[src/rtl/xbus_arb.sv]
// Two-master xbus arbiter: round-robin grant, single outstanding slave cycle,
// timeout abort reported to the master as non-existent memory (NXM).
module xbus_arb #(
    parameter logic [7:0] TIMEOUT = 8'd32
) (
    input  logic        clk,
    input  logic        reset_n,
    input  logic [21:0] m0_addr,
    input  logic [21:0] m1_addr,
    input  logic [31:0] m0_datain,
    input  logic [31:0] m1_datain,
    input  logic        m0_req,
    input  logic        m1_req,
    input  logic        m0_write,
    input  logic        m1_write,
    output logic [31:0] m0_dataout,
    output logic [31:0] m1_dataout,
    output logic        m0_ack,
    output logic        m1_ack,
    output logic        m0_nxm,
    output logic        m1_nxm,
    output logic [21:0] xb_addr,
    output logic [31:0] xb_dataout,
    output logic        xb_req,
    output logic        xb_write,
    input  logic [31:0] xb_datain,
    input  logic        xb_ack,
    input  logic        xb_decode,
    output logic        busy,
    output logic        owner
);

    typedef enum logic [1:0] {IDLE, GRANT, XFER, DONE} state_t;

    localparam logic [7:0] TO_LAST = TIMEOUT - 8'd1;

    state_t      state, state_nx;
    logic        grant;
    logic        grant_m;
    logic        owner_r;
    logic        last_owner;
    logic [21:0] lat_addr;
    logic [31:0] lat_wdata;
    logic        lat_write;
    logic [31:0] cap_data;
    logic        cap_nxm;
    logic [7:0]  cnt;
    logic        owner_req;
    logic        unused_decode;

    // Address decode is informational only; it never steers sequencing.
    assign unused_decode = xb_decode;

    assign owner_req = owner_r ? m1_req : m0_req;

    always_ff @(posedge clk or negedge reset_n) begin
        if (!reset_n) state <= IDLE;
        else          state <= state_nx;
    end

    always_comb begin
        state_nx = state;
        grant    = 1'b0;
        grant_m  = 1'b0;
        case (state)
            IDLE: begin
                if (m0_req || m1_req) begin
                    grant    = 1'b1;
                    state_nx = GRANT;
                    if (m0_req && m1_req) grant_m = ~last_owner;
                    else                  grant_m = m1_req;
                end
            end
            GRANT: state_nx = XFER;
            XFER: begin
                if (xb_ack || (cnt == TO_LAST)) state_nx = DONE;
            end
            DONE: begin
                if (!owner_req) state_nx = IDLE;
            end
            default: state_nx = IDLE;
        endcase
    end

    always_ff @(posedge clk or negedge reset_n) begin
        if (!reset_n) begin
            owner_r    <= 1'b0;
            last_owner <= 1'b1;
            lat_addr   <= '0;
            lat_wdata  <= '0;
            lat_write  <= 1'b0;
            cap_data   <= '0;
            cap_nxm    <= 1'b0;
            cnt        <= '0;
        end else begin
            if (grant) begin
                owner_r    <= grant_m;
                last_owner <= grant_m;
                lat_addr   <= grant_m ? m1_addr   : m0_addr;
                lat_wdata  <= grant_m ? m1_datain : m0_datain;
                lat_write  <= grant_m ? m1_write  : m0_write;
            end
            if (state == GRANT) begin
                cnt <= '0;
            end else if (state == XFER && cnt != '1) begin
                cnt <= cnt + 8'd1;
            end
            // A slave ack on the final count still completes normally.
            if (state == XFER) begin
                if (xb_ack) begin
                    cap_data <= lat_write ? '0 : xb_datain;
                    cap_nxm  <= 1'b0;
                end else if (cnt == TO_LAST) begin
                    cap_data <= '0;
                    cap_nxm  <= 1'b1;
                end
            end
        end
    end

    assign busy       = (state != IDLE);
    assign owner      = owner_r;

    assign xb_req     = (state == XFER);
    assign xb_addr    = xb_req ? lat_addr  : '0;
    assign xb_dataout = xb_req ? lat_wdata : '0;
    assign xb_write   = xb_req & lat_write;

    assign m0_ack     = (state == DONE) & ~owner_r;
    assign m1_ack     = (state == DONE) &  owner_r;
    assign m0_dataout = m0_ack ? cap_data : '0;
    assign m1_dataout = m1_ack ? cap_data : '0;
    assign m0_nxm     = m0_ack & cap_nxm;
    assign m1_nxm     = m1_ack & cap_nxm;

endmodule

[config.mk]
export PLATFORM = sky130hd
export DESIGN_NAME = xbus_arb
export DESIGN_NICKNAME = d
export VERILOG_FILES = /design/src/rtl/xbus_arb.sv
export SDC_FILE = /design/constraint.sdc
export NUM_CORES = 1
export LEC_CHECK = 0
export BUFFER_PORTS_ARGS = -buffer_cell sky130_fd_sc_hd__buf_2
export CORE_MARGIN = 4
export CORE_UTILIZATION = 45
export CTS_CLUSTER_DIAMETER = 200
export DETAILED_ROUTE_END_ITERATION = 16
export PLACE_DENSITY_LB_ADDON = 0.25
export SYNTH_ARGS = -nofsm -noshare
export SYNTH_HDL_FRONTEND = slang
export SYNTH_SLANG_ARGS = --single-unit
export TNS_END_PERCENT = 5
[constraint.sdc]
create_clock -name clk -period 5.1 [get_ports clk]
set_input_delay 0.765 -clock clk [delete_from_list [all_inputs] [get_ports clk]]
set_output_delay 0.765 -clock clk [all_outputs]
set_load 0.02 [all_outputs]
Word level (Yosys, flattened, before mapping) --
Cells that the tools add are included.
Word-level totals: flip-flop bits (word level) 100, bits in latches 0, RAM bits 0, memory bits (read-only) 0, input bits 148, output and inout bits 126, word-level logic and storage cells 59, memories 0
Cells by class: add/subtract/negate cells 1, $mul 0, div/mod/pow operators 0, $lt $le $gt $ge 0, equality and inequality tests 8, shift-type cells 0, multiplexer cells 24, bitwise logic cells 7, reduce and logical (&&, ||, !) cells 10
Operator list (count):
- two-way mux 32 bit | 7
- two-way mux 22 bit | 2
- two-way mux 8 bit | 2
- two-way mux 1 bit | 9
- adder 8 x 1 -> 8 bit, second input constant | 1
- equality test 8 x 5 -> 1 bit, second input constant | 1
- inequality test 8 bit, second input constant | 1
- case mux 2 bit (4 select lines) | 1
- two-way mux 2 bit | 3
- nonzero test 2 bit | 3
- AND 1 bit | 5
- equality test 2 bit, second input constant | 2
- inequality test 2 bit, second input constant | 2
- AND reduction 3 bit | 1
- equality test 2 x 1 -> 1 bit, second input constant | 1
- logical AND 1 bit | 2
- zero test 2 bit | 1
- logical OR 1 bit | 2
- inequality test 2 x 1 -> 1 bit, second input constant | 1
- inverter 1 bit | 2
- AND reduction 2 bit | 1

Longest topological paths before layout --
Gate-level depths: netlist (run 1).
depth in word-level cells 5, depth in mapped cells 7, depth with buffers taken out 6

Worst setup path after synthesis (run 1) --
Ideal clock, no wire load.
path type reg2out, start point register state[0], end point output port xb_addr[10], arrival time 1582 ps, required time 4335 ps, slack 2753 ps, cell stages (with the launch flop) 6, buffers on the path 2, path through dfrtp_1 > inv_1 > ha_1 > clkbuf_1 > clkbuf_1 > and2_1
Between the ends: word-level cells in the longest chain between the ends 2
RTL lines:
- start: declaration | line 37 | state_t state, state_nx;
- start signal: assignment | line 58 | else state <= state_nx;
- equality test 2 bit | line 124 | assign xb_req = (state == XFER);
- net xb_req | line 24 | output logic xb_req,
- two-way mux 22 bit | line 125 | assign xb_addr = xb_req ? lat_addr : '0;
- end: declaration | line 22 | output logic [21:0] xb_addr,
The timed path passes the listed nets, and every way through them passes these cells.

Final worst setup path (run 1) --
start point register state[0], end point output port m0_dataout[11]
Between the ends: word-level cells in the longest chain between the ends 3
RTL lines:
- equality test 2 bit | line 129 | assign m0_ack = (state == DONE) & ~owner_r;
- AND 1 bit | line 129
- two-way mux 32 bit | line 131 | assign m0_dataout = m0_ack ? cap_data : '0;
- end: declaration | line 16 | output logic [31:0] m0_dataout,
No other way between the ends.

==> impl_metrics.toml, run 1 <==
[run_status]
status = "completed"

[placement]
io_buffers = 272
dp.cells = 960
place.gp.congestion = 0.762
place_area_sq_um = 6870
hpwlAfterDp_um = 11300

[timing]
post-route-period-util_pct = 63.8
fin_setup_tns_ns = 0
setup_viol = 0
fin_skew_ns = 0.0106
grt_setup_unrepaired = "no"
worst_pin_slew_ns = 1.25
fmax_ghz = 0.307
slew_violations = 0
fin_crit_ns = 3.26
slew_headroom_pct = 15.9
hold_viol_final = 0

[floorplan]
initial_utilization_pct = 46.8
core_area_sq_um = 11700
dieWidth_um = 118
row_count = 39
ioPinCount = 274
die-area_sq_um = 13900
die_h_um = 118

[drt]
post-route-drc-count = 0
first_pass_iters = 4
wirelength_um = 15300
num_vias = 4986
drtIter0Drc = 231
ant_nets = 0
wl_per_cell_um = 15.7
via_per_inst = 5.11

[layout]
stdcell_area_sq_um = 7200
areaGrowthSynthToFinish_pct = 32.1
final_nets = 981
drive_above_1_share_pct = 36.3
antenna_cells = 0
layout.cells.non_filler = 976
final.fill_count = 1003

[yosys]
yosysTopAreaCell = "dfrtp_1"
synth_top_cell_area_share_pct = 45.4
yosysWarnings = 0
avgSynthCellArea_sq_um = 9.27
ys_top_cells_by_count = "dfrtp_1, and2_1, o21ai_0"
synth.most_common_cell = "dfrtp_1"
ys_seq_elements = 100
syn-num-nets = 741
synth_area_leaders = "dfrtp_1, mux2i_1, and2_1"
synthCells = 588
ys_seq_area_share_pct = 45.9
synth.distinct_cells = 32
synthesis.area_sq_um = 5450
async_flop_share_pct = 100
synth_edf_count = 0
synth_flop_cell = "dfrtp_1"

[worst_setup_path]
crit_fanout = 36
arrival_ns = 2.49
critPathLaunch = "state[0]"
rr_worst_depth = 5
endpoint_kind = "primary output"
rr_startpoint = "cnt[0]"
crit_required_ns = 4.34
path_class = "reg2out"
rrSetupSlack_ns = 2.37
startpoint_type = "register"
r2r-end = "cap_nxm"

[clock_network]
cts_resized = 0
clk_pin_slew_ns = 0.06
cts_buffer_depth = 2
numCtsBuffers = 9
htree_levels = 3
cts_hold_buf = 0
clock_sinks = 100
cts_setup_buffers = 0
clk_latency_ns = 0.34
root_buffer = "clkbuf_16"
tritoncts = "done"

[global_routing]
grt_max_degree = 113
grt_pass1_vias = 4999
track_usage_pct = 21.6
gr-total-overflow = 0
antenna_found_initial = 0
grt_pass1_wl_um = 24900

[power]
p_per_area_nw_per_um2 = 547
irDropWorstVdd_v = 0.000305
p_leak_nw = 4.24

[min_path]
hold_path_class = "in2async"

[run]
maxCapViolCount = 0
==> registers in the layout (all words and copies together), names as in the netlist <==
name / flops
cnt: 8
cap_data: 32
state: 2
owner: 1
cap_nxm: 1
lat_write: 1
lat_wdata: 32
lat_addr: 22
last_owner: 1
==> cell usage in the layout (no fill, tap or decap), types with 2 or more instances in the layout <==
cell        count
nand2_1        61
o211ai_1        3
nand4b_1       32
and3_1         35
mux2i_1        57
ha_1            4
and2_1         90
nor2_1          7
clkinvlp_4      2
inv_1          36
buf_4           7
o21ai_0        88
bufinv_16       2
dfrtp_1        99
clkbuf_16       9
buf_2         271
xor2_1          6
nor2b_1         2
==> stage by stage <==
| stage | hold slack, ns | power, mW | utilization [%] | setup slack, ns |
|---|---|---|---|---|
| 2_1_floorplan | 0.439 | 2.62 | - | 2.75 |
| 3_3_place_gp | 0.448 | 3.15 | 58.9 | 2.15 |
| 3_5_place_dp | 0.452 | 3.22 | 58.9 | 2.08 |
| 4_1_cts | 0.431 | 3.98 | 61.7 | 1.83 |
| 5_1_grt | 0.450 | 4.25 | 61.7 | 1.62 |
| 6_report | 0.418 | 3.94 | 61.7 | 1.84 |
==> worst max path at each step <==
| stage | slack (ns) | cells past startpoint | endpoint |
|---|---|---|---|
| 2_1_floorplan | 2.75 | 5 | xb_addr[10] |
| 3_3_place_gp | 2.15 | 4 | cap_nxm |
| 3_5_place_dp | 2.08 | 4 | cap_nxm |
| 4_1_cts | 1.83 | 5 | m0_dataout[11] |
| 5_1_grt | 1.62 | 5 | m0_dataout[11] |
| 6_report | 1.84 | 5 | m0_dataout[11] |
==> worst max-delay path: stages (launching register included) <==
cell and delay [ns]:
dfrtp_1 0.41, ha_1 0.85, nor2b_1 0.22, buf_4 0.29, and2_1 0.20, buf_2 0.17
==> layer usage <==
layer	share of wire, %	global-route usage [%]	vias to the layer above
met5	0	0	-
met4	1.6	7.18	0
met3	7.5	5.33	18
met2	49	37.2	216
met1	41	26.4	2294
li1	-	-	2458
==> power breakdown <==
group          internal (mW)  leakage, nW  switching (mW)
Sequential              1.17         1.26           0.277
Clock                  0.445        0.152           0.296
Combinational          0.663         2.83            1.09
==> area by class of cell <==
cell class	count	area, sq um	share of cell area [%]
clock inverter	5	83.8	1.16
tap	143	179	2.48
inverter	36	135	1.88
multi-input combinational	403	2650	36.8
sequential	100	2500	34.8
clock buffer	11	243	3.37
timing repair buffer	278	1410	19.6
==> logic make-up (layout without fill, tap and decap cells) <==
kind of cell / Yosys count / in the layout / synth area share (%)
buf+inv: 85 / 330 / 6.01
simple gates: 235 / 235 / 25.5
mux: 59 / 59 / 10.9
compound gates: 98 / 98 / 9.59
xor+xnor: 6 / 6 / 0.964
fa+ha+maj: 5 / 5 / 1.15
flops: 100 / 100 / 45.9
No activity file was read; power rests on OpenSTA's default activity.
==> inputs of run 2 (changes only) <==
--- a/config.mk
+++ b/config.mk
@@ -5,9 +5,10 @@
 export SDC_FILE = /design/constraint.sdc
 export NUM_CORES = 1
 export LEC_CHECK = 0
+export ABC_AREA = 1
 export BUFFER_PORTS_ARGS = -buffer_cell sky130_fd_sc_hd__buf_2
 export CORE_MARGIN = 4
-export CORE_UTILIZATION = 45
+export CORE_UTILIZATION = 42
 export CTS_CLUSTER_DIAMETER = 200
 export DETAILED_ROUTE_END_ITERATION = 16
 export PLACE_DENSITY_LB_ADDON = 0.25
==> constraint.sdc (replaced) <==
create_clock -name clk -period 2.7 [get_ports clk]
set_input_delay 0.405 -clock clk [delete_from_list [all_inputs] [get_ports clk]]
set_output_delay 0.405 -clock clk [all_outputs]
set_load 0.02 [all_outputs]
==> run 2 against run 1 <==
  * Sequential power up 78%
  * Count of clock-buffer cells in the layout rose by 1
  * Via count up 9.4%
  * Cell count grew 23%
  * Register-to-register slack worse by 1.6 ns
  * Die area up 6.3%
  * Core utilization is 4.7 points lower
  * First-iteration DRC count up 12%
  * Non-clock buffer count grew 10
  * Critical endpoint is now m0_dataout[22]
  * Largest power group unchanged
==> impl_metrics.toml, run 2 <==
[run_status]
status = "completed"

[yosys]
synth_compound_area_share_pct = 10.8
ys_seq_elements = 100
synthesis.area_sq_um = 5430
syn-num-nets = 927
synth.mux.area_fraction_pct = 0
yosysWarnings = 0
synth_adder_area_share_pct = 1.15
ys_top_cells_by_count = "nand2_1, nor2_1, inv_1"
synth_top_cell_area_share_pct = 45.6
synth_flop_cell = "dfrtp_1"
synth_top_family_by_area = "simple AND/OR/NAND/NOR gates"
synth_simple_gate_area_share_pct = 30.5
synth_xor_area_share_pct = 0
synth_area_leaders = "dfrtp_1, nand2_1, nor2_1"
synth_edf_count = 0
synthCells = 774
async_flop_share_pct = 100
ys_seq_area_share_pct = 46.1
synth.distinct_cells = 24
synth.most_common_cell = "nand2_1"
yosysTopAreaCell = "dfrtp_1"
avgSynthCellArea_sq_um = 7.02

[timing]
fmax_ghz = 0.412
fin_ws_ns = 0.271
hold_viol_final = 0
slew_headroom_pct = 37.2
fin_setup_tns_ns = 0
setup_viol = 0
grt_setup_unrepaired = "no"
fin_crit_ns = 2.43
fin_skew_ns = 0.0106
worst_pin_slew_ns = 0.940
slew_violations = 0
hold_ws_ns = 0.103
post-route-period-util_pct = 90.0

[global_routing]
track_usage_pct = 19.9
gr-total-overflow = 0
grt_pass1_vias = 4934
antenna_found_initial = 0
grt_pass1_wl_um = 23800
grt_max_degree = 58

[drt]
num_vias = 5454
drtIter0Drc = 259
first_pass_iters = 4
ant_nets = 0
via_per_inst = 4.53
post-route-drc-count = 0
wirelength_um = 15200
wl_per_cell_um = 12.6

[worst_setup_path]
r2r-end = "lat_wdata[4]"
arrival_ns = 2.02
rr_worst_depth = 7
crit_path_max_incr_delay_ns = 0.68
path_class = "reg2out"
startpoint_type = "register"
cpMaxStageDelayCell = "inv_1"
crit_fanout = 33
endpoint_kind = "primary output"
rr_startpoint = "state[0]"
rrSetupSlack_ns = 0.76
worstPathCellList = "ha_1 -> inv_1 -> nor2_1 -> inv_1 -> nor2_1 -> buf_2"
crit_required_ns = 2.30

[power]
irDropWorstVdd_v = 0.000502
p_leak_nw = 4.15
p_per_area_nw_per_um2 = 1040

[placement]
dp.cells = 1189
io_buffers = 272
place.gp.congestion = 0.807
hpwlAfterDp_um = 11300
place_ws_ns = 0.620

[layout]
regArea_sq_um = 2500
final_nets = 1181
top_regs = "cap_data: 32 flops, lat_wdata: 32 flops, lat_addr: 22 flops"
layout.cells.non_filler = 1203
final.fill_count = 1286
drive_above_1_share_pct = 31.5
final_cell_mix = "nand2_1, buf_2, nor2_1, inv_1, dfrtp_1"
areaGrowthSynthToFinish_pct = 32.6
antenna_cells = 0
multi_input_area_sq_um = 2320

[clock_network]
numCtsBuffers = 9
tritoncts = "done"
cts_setup_buffers = 0
cts_hold_buf = 0
clk_latency_ns = 0.34
clk_pin_slew_ns = 0.06
cts_resized = 0
htree_levels = 3
clock_sinks = 100
root_buffer = "clkbuf_16"
cts_buffer_depth = 2

[floorplan]
row_count = 41
core_area_sq_um = 12600
dieWidth_um = 122
initial_utilization_pct = 43.0
ioPinCount = 274
die-area_sq_um = 14800
die_h_um = 122

[run]
maxCapViolCount = 0

[min_path]
hold_path_class = "in2async"
## run 2: worst max-delay path, delay by kind of cell (launching register included)
kind / cells / cell delay, ns
buffers and inverters: 3 / 0.92
adders and majority gates: 1 / 0.22
DFF: 1 / 0.41
and+or+nand+nor: 2 / 0.13
## run 2: worst max-delay path by stage
stage / startpoint / depth (start not counted) / endpoint
4_1_cts: state[0] / 6 / m0_dataout[0]
2_1_floorplan: state[0] / 6 / m0_dataout[10]
3_3_place_gp: state[0] / 6 / m0_dataout[27]
6_report: state[0] / 6 / m0_dataout[22]
5_1_grt: state[0] / 6 / m0_dataout[16]
3_5_place_dp: state[0] / 6 / m0_dataout[0]
## run 2: area by class of cell
cell class / count / area share, %
Multi-Input combinational cell: 525 / 32.2
Inverter: 104 / 5.42
Timing Repair Buffer: 288 / 21.1
Tap cell: 172 / 2.99
Clock inverter: 2 / 0.191
Clock buffer: 12 / 3.28
Sequential cell: 100 / 34.8
## run 2: kinds of logic after synthesis
group / count (synthesis)
simple gates: 428
buf+inv: 149
flops: 100
compound gates: 92
fa+ha+maj: 5
## run 2: layer usage
layer | share of wire (%) | vias up | GRT usage, % | wire, um
met5 | 0 | - | 0 | 0
met4 | 1.9 | 0 | 6.86 | 284
met3 | 8.5 | 18 | 5.39 | 1300
met2 | 46 | 199 | 32.8 | 6990
met1 | 44 | 2368 | 25.4 | 6620
li1 | - | 2869 | - | -
## run 2: per-stage QoR
step                      power, mW  cell area [sq um]  util, %
after floorplan                5.21               5430        -
after global placement         6.35               6950     55.1
after detailed placement       6.41               6950     55.1
after CTS                      7.58               7200     57.0
after global routing           8.12               7200     57.0
final                          7.48               7200     57.0
## run 2: where the power goes
group          internal (mW)  switching (mW)  leakage (nW)
clock network          0.617           0.533         0.122
registers               2.19           0.369          1.21
logic                   1.28            2.49          2.81
total                   4.09            3.39          4.15
==> inputs of run 3 (changes only) <==
--- a/config.mk
+++ b/config.mk
@@ -7,10 +7,12 @@
 export LEC_CHECK = 0
 export ABC_AREA = 1
 export BUFFER_PORTS_ARGS = -buffer_cell sky130_fd_sc_hd__buf_2
+export CORE_ASPECT_RATIO = 0.9
 export CORE_MARGIN = 4
-export CORE_UTILIZATION = 42
+export CORE_UTILIZATION = 45
 export CTS_CLUSTER_DIAMETER = 200
 export DETAILED_ROUTE_END_ITERATION = 16
+export HOLD_SLACK_MARGIN = 0.12
 export PLACE_DENSITY_LB_ADDON = 0.25
 export SYNTH_ARGS = -nofsm -noshare
 export SYNTH_HDL_FRONTEND = slang
==> constraint.sdc (replaced) <==
create_clock -name clk -period 2.9 [get_ports clk]
set_input_delay 0.435 -clock clk [delete_from_list [all_inputs] [get_ports clk]]
set_output_delay 0.435 -clock clk [all_outputs]
set_load 0.02 [all_outputs]
==> run 3 against run 2 <==
  * Setup slack improved by 0.16 ns
  * Critical path type unchanged
  * First-iteration DRC count grew 26%
  * Register-to-register slack improved by 0.15 ns
  * Cell count is 1.6% lower
  * Worst hold slack improved by 0.012 ns
  * Core utilization up 4.9 points
  * Total power is 4.6% lower
==> impl_metrics.toml, run 3 (synthesized netlist as in run 2, its figures left out) <==
[worst_setup_path]
path_buf_inv = 3
rrSetupSlack_ns = 0.91
endpoint_kind = "primary output"
crit_fanout = 33
arrival_ns = 2.03
startpoint_type = "register"
worst-path-stages = 6
rr_startpoint = "state[0]"
worstPathCellList = "ha_1 -> inv_1 -> nor2_1 -> inv_1 -> nor2_1 -> buf_2"
rr_worst_depth = 6
cpLargestDelayFamily = "buffers and inverters"
cpMaxStageDelayCell = "inv_1"
path_class = "reg2out"
r2r-end = "cap_data[1]"
crit_path_max_incr_delay_ns = 0.68
crit_required_ns = 2.47

[clock_network]
cts_resized = 0
root_buffer = "clkbuf_16"
numCtsBuffers = 9
clock_sinks = 100
cts_setup_buffers = 0
clk_latency_ns = 0.34
cts_buffer_depth = 2
tritoncts = "done"
cts_hold_buf = 0
clk_pin_slew_ns = 0.07
htree_levels = 3

[timing]
worst_pin_slew_ns = 0.934
grt_setup_unrepaired = "no"
slew_violations = 0
hold_viol_final = 0
setup_viol = 0
fin_skew_ns = 0.00599
fin_crit_ns = 2.47
post-route-period-util_pct = 85.1
slew_headroom_pct = 37.7
fin_setup_tns_ns = 0
fmax_ghz = 0.405

[layout]
final.fill_count = 1129
antenna_cells = 0
areaGrowthSynthToFinish_pct = 32.6
drive_above_1_share_pct = 31.3
regArea_sq_um = 2500
final_cell_mix = "nand2_1, buf_2, nor2_1, inv_1, dfrtp_1"
layout.cells.non_filler = 1184
final_nets = 1176
top_regs = "cap_data: 32 flops, lat_wdata: 32 flops, lat_addr: 22 flops"
multi_input_area_sq_um = 2320

[drt]
post-route-drc-count = 0
num_vias = 5537
wirelength_um = 15600
via_per_inst = 4.68
ant_nets = 0
first_pass_iters = 4
wl_per_cell_um = 13.2
drtIter0Drc = 326

[placement]
place.gp.congestion = 0.802
dp.cells = 1168
io_buffers = 272
hpwlAfterDp_um = 11700

[global_routing]
top_usage_layer = "met2"
grt_use_met3_pct = 6.45
grt_pass1_vias = 5101
track_usage_pct = 22.0
antenna_found_initial = 0
gr-total-overflow = 0
grt_max_degree = 67
grt_use_met2_pct = 37.9
grt_pass1_wl_um = 24400
met1_usage_pct = 26.7

[floorplan]
die-area_sq_um = 13900
die_h_um = 112
ioPinCount = 274
row_count = 37
initial_utilization_pct = 46.7
dieWidth_um = 124
core_area_sq_um = 11600

[power]
p_leak_nw = 4.14
irDropWorstVdd_v = 0.000533
p_per_area_nw_per_um2 = 991

[run_status]
status = "completed"

[min_path]
hold_path_class = "in2async"

[run]
maxCapViolCount = 0
[run 3: cell count changes in the layout (fill, tap and decap cells not counted)]
cell / previous run / this run
clkinv_2: 1 / 0
clkinvlp_4: 0 / 2
clkinv_4: 1 / 0
bufinv_16: 0 / 2
buf_4: 14 / 9
[run 3: area by class of cell]
type	instances	area share (%)
Sequential cell	100	34.8
Multi-Input combinational cell	525	32.2
Timing Repair Buffer	283	20.6
Clock inverter	4	1.04
Inverter	104	5.42
Tap cell	156	2.71
Clock buffer	12	3.28
[run 3: how the worst max path moves through the flow]
stage                   from        endpoint  slack [ns]
finish              state[0]  m0_dataout[19]        0.43
global route        state[0]  m0_dataout[24]        0.26
CTS                 state[0]  m0_dataout[30]        0.40
detailed placement  state[0]  m0_dataout[18]        0.78
global placement    state[0]  m0_dataout[25]        0.81
floorplan           state[0]  m0_dataout[10]        0.86
[run 3: stage by stage]
step | util (%) | setup slack, ns | cell area, sq um | hold WS, ns | total power [mW]
6_report | 62.0 | 0.432 | 7200 | 0.115 | 7.14
5_1_grt | 62.0 | 0.257 | 7200 | 0.165 | 7.71
4_1_cts | 62.0 | 0.405 | 7200 | 0.139 | 7.23
3_5_place_dp | 59.3 | 0.781 | 6890 | 0.468 | 5.94
3_3_place_gp | 59.3 | 0.815 | 6890 | 0.466 | 5.88
2_1_floorplan | - | 0.862 | 5430 | 0.139 | 4.85
[run 3: where the power goes]
part	switching, mW	total [mW]	internal [mW]
Sequential	0.344	2.38	2.04
Combinational	2.33	3.49	1.16
Clock	0.509	1.27	0.758
Total	3.18	7.14	3.96
[run 3: metal layers]
layer	part of all wire, %	vias to the layer above
li1	-	2860
met1	41	2439
met2	48	216
met3	9.2	22
met4	1.8	0
met5	0	-
[run 3: worst reg2reg max path: cells and delay by family (launching register included)]
kind | cells | cell delay (ns)
buf+inv | 3 | 0.85
flops | 1 | 0.40
fa+ha+maj | 1 | 0.30
compound gates | 1 | 0.21
simple gates | 1 | 0.09
